## config.mk

```make
export PLATFORM = sky130hd
export DESIGN_NAME = wired_bus_arbiter_flat
export DESIGN_NICKNAME = d
export VERILOG_FILES = /design/src/rtl/wired_bus_arbiter_if.sv /design/src/rtl/wired_bus_arbiter.sv /design/src/flat_wrapper.sv
export SDC_FILE = /design/constraint.sdc
export NUM_CORES = 1
export LEC_CHECK = 0
export ABC_AREA = 1
export BUFFER_PORTS_ARGS = -buffer_cell sky130_fd_sc_hd__buf_2
export CAP_MARGIN = 20
export CORE_MARGIN = 2
export CORE_UTILIZATION = 52
export DETAILED_ROUTE_END_ITERATION = 8
export GPL_TIMING_DRIVEN = 0
export PLACE_DENSITY = 0.72
export REMOVE_ABC_BUFFERS = 1
export SKIP_CTS_REPAIR_TIMING = 1
export SLEW_MARGIN = 0
export SYNTH_ARGS = -nofsm -noshare
export SYNTH_HDL_FRONTEND = slang
export SYNTH_SLANG_ARGS = --single-unit
```

## constraint.sdc

```tcl
create_clock -name clk -period 1.19 [get_ports clk]
set_input_delay 0.0595 -clock clk [delete_from_list [all_inputs] [get_ports clk]]
set_output_delay 0.0595 -clock clk [all_outputs]
set_load 0.03 [all_outputs]
```

## src/rtl/wired_bus_arbiter_if.sv

```systemverilog
// Shared-net arbitration bundle: level requests in, one-hot drive enables and status out.
// The arbiter takes the master view; requesters (or a bench) take the slave view.
interface wired_bus_arbiter_if #(
    parameter int NREQ = 4
);
    localparam int OW = (NREQ > 1) ? $clog2(NREQ) : 1;

    logic [NREQ-1:0] req;
    logic [NREQ-1:0] grant;
    logic [OW-1:0]   owner;
    logic            busy;
    logic            timeout;

    modport master (
        input  req,
        output grant,
        output owner,
        output busy,
        output timeout
    );

    modport slave (
        output req,
        input  grant,
        input  owner,
        input  busy,
        input  timeout
    );
endinterface

```

## src/rtl/wired_bus_arbiter.sv

```systemverilog
// Round-robin owner arbiter for a shared wired-OR/AND net: one-hot drive enable,
// bounded tenure, and forced all-zero turnaround so two drivers never overlap.
//
// state      | meaning
// -----------+--------------------------------------------------------------
// IDLE       | bus undriven, arbitrating among req (round-robin from last+1)
// OWN        | grant[owner] asserted, hold_cnt counting owned cycles
// TURNAROUND | grant all-zero for TURN cycles, requests ignored
module wired_bus_arbiter #(
    parameter int NREQ     = 4,
    parameter int MAX_HOLD = 8,
    parameter int TURN     = 2
) (
    input  logic                   clk,
    input  logic                   rst_n,
    wired_bus_arbiter_if.master    bus
);
    localparam int OW = (NREQ > 1) ? $clog2(NREQ) : 1;
    localparam logic [7:0]    HOLD_LAST = 8'(MAX_HOLD - 1);
    localparam logic [2:0]    TURN_LAST = 3'(TURN - 1);
    localparam logic [OW-1:0] LAST_RST  = OW'(NREQ - 1);
    localparam logic [NREQ-1:0] ONE     = {{(NREQ-1){1'b0}}, 1'b1};

    typedef enum logic [1:0] {
        IDLE       = 2'd0,
        OWN        = 2'd1,
        TURNAROUND = 2'd2
    } state_t;

    state_t          state;
    logic [NREQ-1:0] grant;
    logic [OW-1:0]   owner;
    logic [OW-1:0]   last;
    logic            busy;
    logic            timeout;
    logic [7:0]      hold_cnt;
    logic [2:0]      turn_cnt;

    logic [NREQ-1:0] hi_req;
    logic [OW-1:0]   sel_hi;
    logic [OW-1:0]   sel_lo;
    logic [OW-1:0]   sel;
    logic            owner_req;

    // Round-robin pick: lowest requester above last, else wrap to lowest overall.
    always_comb begin
        hi_req = '0;
        sel_hi = '0;
        sel_lo = '0;
        for (int i = 0; i < NREQ; i++) begin
            if (bus.req[i] && (OW'(i) > last)) begin
                hi_req[i] = 1'b1;
            end
        end
        for (int i = NREQ - 1; i >= 0; i--) begin
            if (hi_req[i]) begin
                sel_hi = OW'(i);
            end
            if (bus.req[i]) begin
                sel_lo = OW'(i);
            end
        end
        sel = (hi_req != '0) ? sel_hi : sel_lo;
    end

    assign owner_req = bus.req[owner];

    always_ff @(posedge clk or negedge rst_n) begin
        if (!rst_n) begin
            state    <= IDLE;
            grant    <= '0;
            owner    <= '0;
            last     <= LAST_RST;
            busy     <= 1'b0;
            timeout  <= 1'b0;
            hold_cnt <= '0;
            turn_cnt <= '0;
        end else begin
            timeout <= 1'b0;
            case (state)
                IDLE: begin
                    if (bus.req != '0) begin
                        state    <= OWN;
                        grant    <= ONE << sel;
                        owner    <= sel;
                        busy     <= 1'b1;
                        hold_cnt <= '0;
                    end
                end
                OWN: begin
                    // A drop on the limit cycle counts as a normal release.
                    if (!owner_req || (hold_cnt == HOLD_LAST)) begin
                        state    <= TURNAROUND;
                        grant    <= '0;
                        busy     <= 1'b0;
                        last     <= owner;
                        turn_cnt <= '0;
                        timeout  <= owner_req;
                    end else begin
                        hold_cnt <= hold_cnt + 8'd1;
                    end
                end
                TURNAROUND: begin
                    if (turn_cnt == TURN_LAST) begin
                        state <= IDLE;
                    end else begin
                        turn_cnt <= turn_cnt + 3'd1;
                    end
                end
                default: begin
                    state <= IDLE;
                    grant <= '0;
                    busy  <= 1'b0;
                end
            endcase
        end
    end

    assign bus.grant   = grant;
    assign bus.owner   = owner;
    assign bus.busy    = busy;
    assign bus.timeout = timeout;
endmodule

```

## src/flat_wrapper.sv

```systemverilog
// flat-port wrapper written by rule: the top's interface ports become plain ports
module wired_bus_arbiter_flat 
#(
    parameter int NREQ     = 4,
    parameter int MAX_HOLD = 8,
    parameter int TURN     = 2
)
  (clk, rst_n, bus_req, bus_grant, bus_owner, bus_busy, bus_timeout);
  wired_bus_arbiter_if #(.NREQ(NREQ)) bus_i ();
  input  logic clk;
  input  logic rst_n;
  input wire logic [$bits(bus_i.req)-1:0] bus_req;
  output wire logic [$bits(bus_i.grant)-1:0] bus_grant;
  output wire logic [$bits(bus_i.owner)-1:0] bus_owner;
  output wire logic [$bits(bus_i.busy)-1:0] bus_busy;
  output wire logic [$bits(bus_i.timeout)-1:0] bus_timeout;
  assign bus_i.req = bus_req;
  assign bus_grant = bus_i.grant;
  assign bus_owner = bus_i.owner;
  assign bus_busy = bus_i.busy;
  assign bus_timeout = bus_i.timeout;
  wired_bus_arbiter #(.NREQ(NREQ), .MAX_HOLD(MAX_HOLD), .TURN(TURN)) u_core (.clk(clk), .rst_n(rst_n), .bus(bus_i));
endmodule
```

==> metrics.txt <==
Mapped Cells 190; Total Routing Usage GR 0.1842; Antenna Cells 0; Peak supply drop 1293 uV; hold_sp bus_req[0]; Min-Delay Path Class in -> reg; first-pass GRT wire length 4.547 mm; critical path type reg -> reg; post-layout minimum cycle time 1500 ps; startpoint types register; CP arrival 1720 ps; vias in the first global route 1074; clk buf depth 2; Clock power frac 0.111; root buf cell clkbuf_4; clock skew 2.111 ps; final hold violations 0; Die W 55.28 um; r2r startpoint u_core.hold_cnt[0]$_DFFE_PN0P_; Cell Rows 18; status finished, violations left; reg2reg path depth 7; CTS sink count 23; Post-synth ARST share 1.000; # Max-Cap Violations 0; Final setup viols 21; failing checks setup timing; Total Nets Final 220; Hold EP u_core.bus.grant[2]$_DFFE_PN0P_; total power 3.458 mW; Reg power frac 0.358; Leakage 0.8474 nW; worst setup margin -309.6 ps; Final Cycle Share 1.260; TritonCTS Buffers 3; Slew Limit Headroom 0.6600; Layout Utilization 0.6419; Non-Filler Instances 240; ys flop type dfrtp_1; FF-to-FF setup slack -310 ps; Sw Share 0.4998; Slew @ Worst Pin 510.0 ps; initial antenna violation count 0; Cells after DPL 231; Initial Utilization 0.5520; Synth Register Bits 23; die area 3056 um^2; number of flops mapped to enable cells by yosys 0; number of I/O port buffers 13; Syn Std Cell Area 1368 um^2; Synth Area per Inst 7.198 um^2; most common cell after layout, fill and taps aside nand2_1; Avg WL per Cell 11.39 um; most frequent cells in the layout nand2_1, nand3_1, dfrtp_1; CP required 1410 ps; clk_lat worst skew 320 ps; Worst setup EP type register; total wire length 2.734 mm; Core Footprint 2477 um^2; fin. max-slew vios 0; DP HPWL 1.907 mm; DR pass1 iterations 4; Post-DRT Antenna Nets 0; synthesis-to-finish area growth 16.29%; layout cells sized above 1 0.2667; Ports 14; Die H 55.28 um; vias per cell 5.050; H-Tree Depth 1; largest net degree at the start of global routing 24; routed vias 1212; hold depth 5; drt drc 0; unrepaired setup endpoints after global routing true; Power per Cell Area 2175 nW/um^2; Yosys Warn Count 0; fmax 666.8 MHz; CTS tree done; critical-path maximum fanout 8; clock slew seen by the registers of the worst setup and hold paths 130 ps; Seq/Total Area, Yosys 0.4227; worst r2r dst u_core.turn_cnt[2]$_DFFE_PN0P_; setup TNS -5302 ps; Sw Pwr 1.728 mW; Synth cell types 28; total grt overflow 0; combinational power share 0.531; GP Congestion 0.9251; Pint 1.730 mW; DR iter-0 viols 18
==> per-stage QoR <==
stage / hold WS [ps] / instance area (um^2) / worst slack [ps]
detailed placement: 55.56 / 1451 / -431.1
global placement: 55.92 / 1451 / -406.4
global route: 213.9 / 1590 / -406.9
finish: 194.6 / 1590 / -309.6
CTS: -294.0 / 1478 / -466.9
floorplan: -236.1 / 1349 / -286.4
==> metal layers <==
layer  global-route usage  routed length (um)  up-vias  share of wire
met1               0.2447                1299      550           0.48
met2               0.2976                1321       23           0.48
met4              0.06969                  12        0         0.0044
li1                     -                   -      637              -
met3              0.03513                 100        2          0.037
met5                    0                   0        -              0
==> power by group through the flow <==
stage	Clock [mW]	Sequential, mW	Combinational (mW)
finish	0.384	1.24	1.84
global route	0.410	1.28	2.03
CTS	0.379	1.23	1.59
detailed placement	0	1.24	1.59
global placement	0	1.23	1.54
floorplan	0	1.43	0.990
==> registers in the layout, indices dropped and copies added (netlist names) <==
signal,cells
u_core.hold_cnt,8
u_core.bus.grant,4
u_core.turn_cnt,3
u_core.bus.owner,2
u_core.last,2
u_core.state,2
u_core.bus.busy,1
u_core.bus.timeout,1
==> area by class of cell <==
type                    count  area, um^2
clock buffers               4       26.28
fillers                   236       887.1
inverters                  23       86.33
multi-input cells         143       764.5
flip-flops and latches     23       578.1
well taps                  30       37.54
repair buffers             17       97.59
==> critical path: stages, from the launching register on <==
cell and delay, ps:
dfrtp_1 410, ha_2 200, nand2_2 60, inv_2 60, nand4_1 200, nand2_1 150
nand2_2 130, and3_1 190
==> logic make-up after synthesis <==
logic type | Yosys count | synth area share
fa+ha+maj | 3 | 0.02745
flops | 23 | 0.4227
simple gates | 127 | 0.4108
compound gates | 10 | 0.04941
xor+xnor | 2 | 0.01281
buf+inv | 25 | 0.07685
==> synth_stat cells (3+ instances only) <==
| cell type | number | area share |
|---|---|---|
| inv_1 | 19 | 0.052 |
| nand3_1 | 21 | 0.077 |
| nand2_1 | 71 | 0.19 |
| ha_1 | 3 | 0.027 |
| dfrtp_1 | 21 | 0.38 |
| nor2_1 | 20 | 0.055 |
| nand4_1 | 3 | 0.014 |
| inv_2 | 4 | 0.011 |
| o21ai_0 | 4 | 0.015 |
==> worst max-delay path by stage <==
stage	start	end	slack, ps	cells after the start
floorplan	u_core.bus.owner[0]$_DFFE_PN0P_	u_core.bus.grant[0]$_DFFE_PN0P_	-290	8
global placement	u_core.hold_cnt[0]$_DFFE_PN0P_	u_core.bus.grant[0]$_DFFE_PN0P_	-410	8
detailed placement	u_core.hold_cnt[0]$_DFFE_PN0P_	u_core.bus.grant[2]$_DFFE_PN0P_	-430	8
CTS	u_core.hold_cnt[0]$_DFFE_PN0P_	u_core.bus.grant[2]$_DFFE_PN0P_	-470	8
global route	u_core.hold_cnt[1]$_DFFE_PN0P_	u_core.turn_cnt[2]$_DFFE_PN0P_	-410	7
finish	u_core.hold_cnt[0]$_DFFE_PN0P_	u_core.turn_cnt[2]$_DFFE_PN0P_	-310	7
Note: power is estimated with default switching activity, not from simulation.
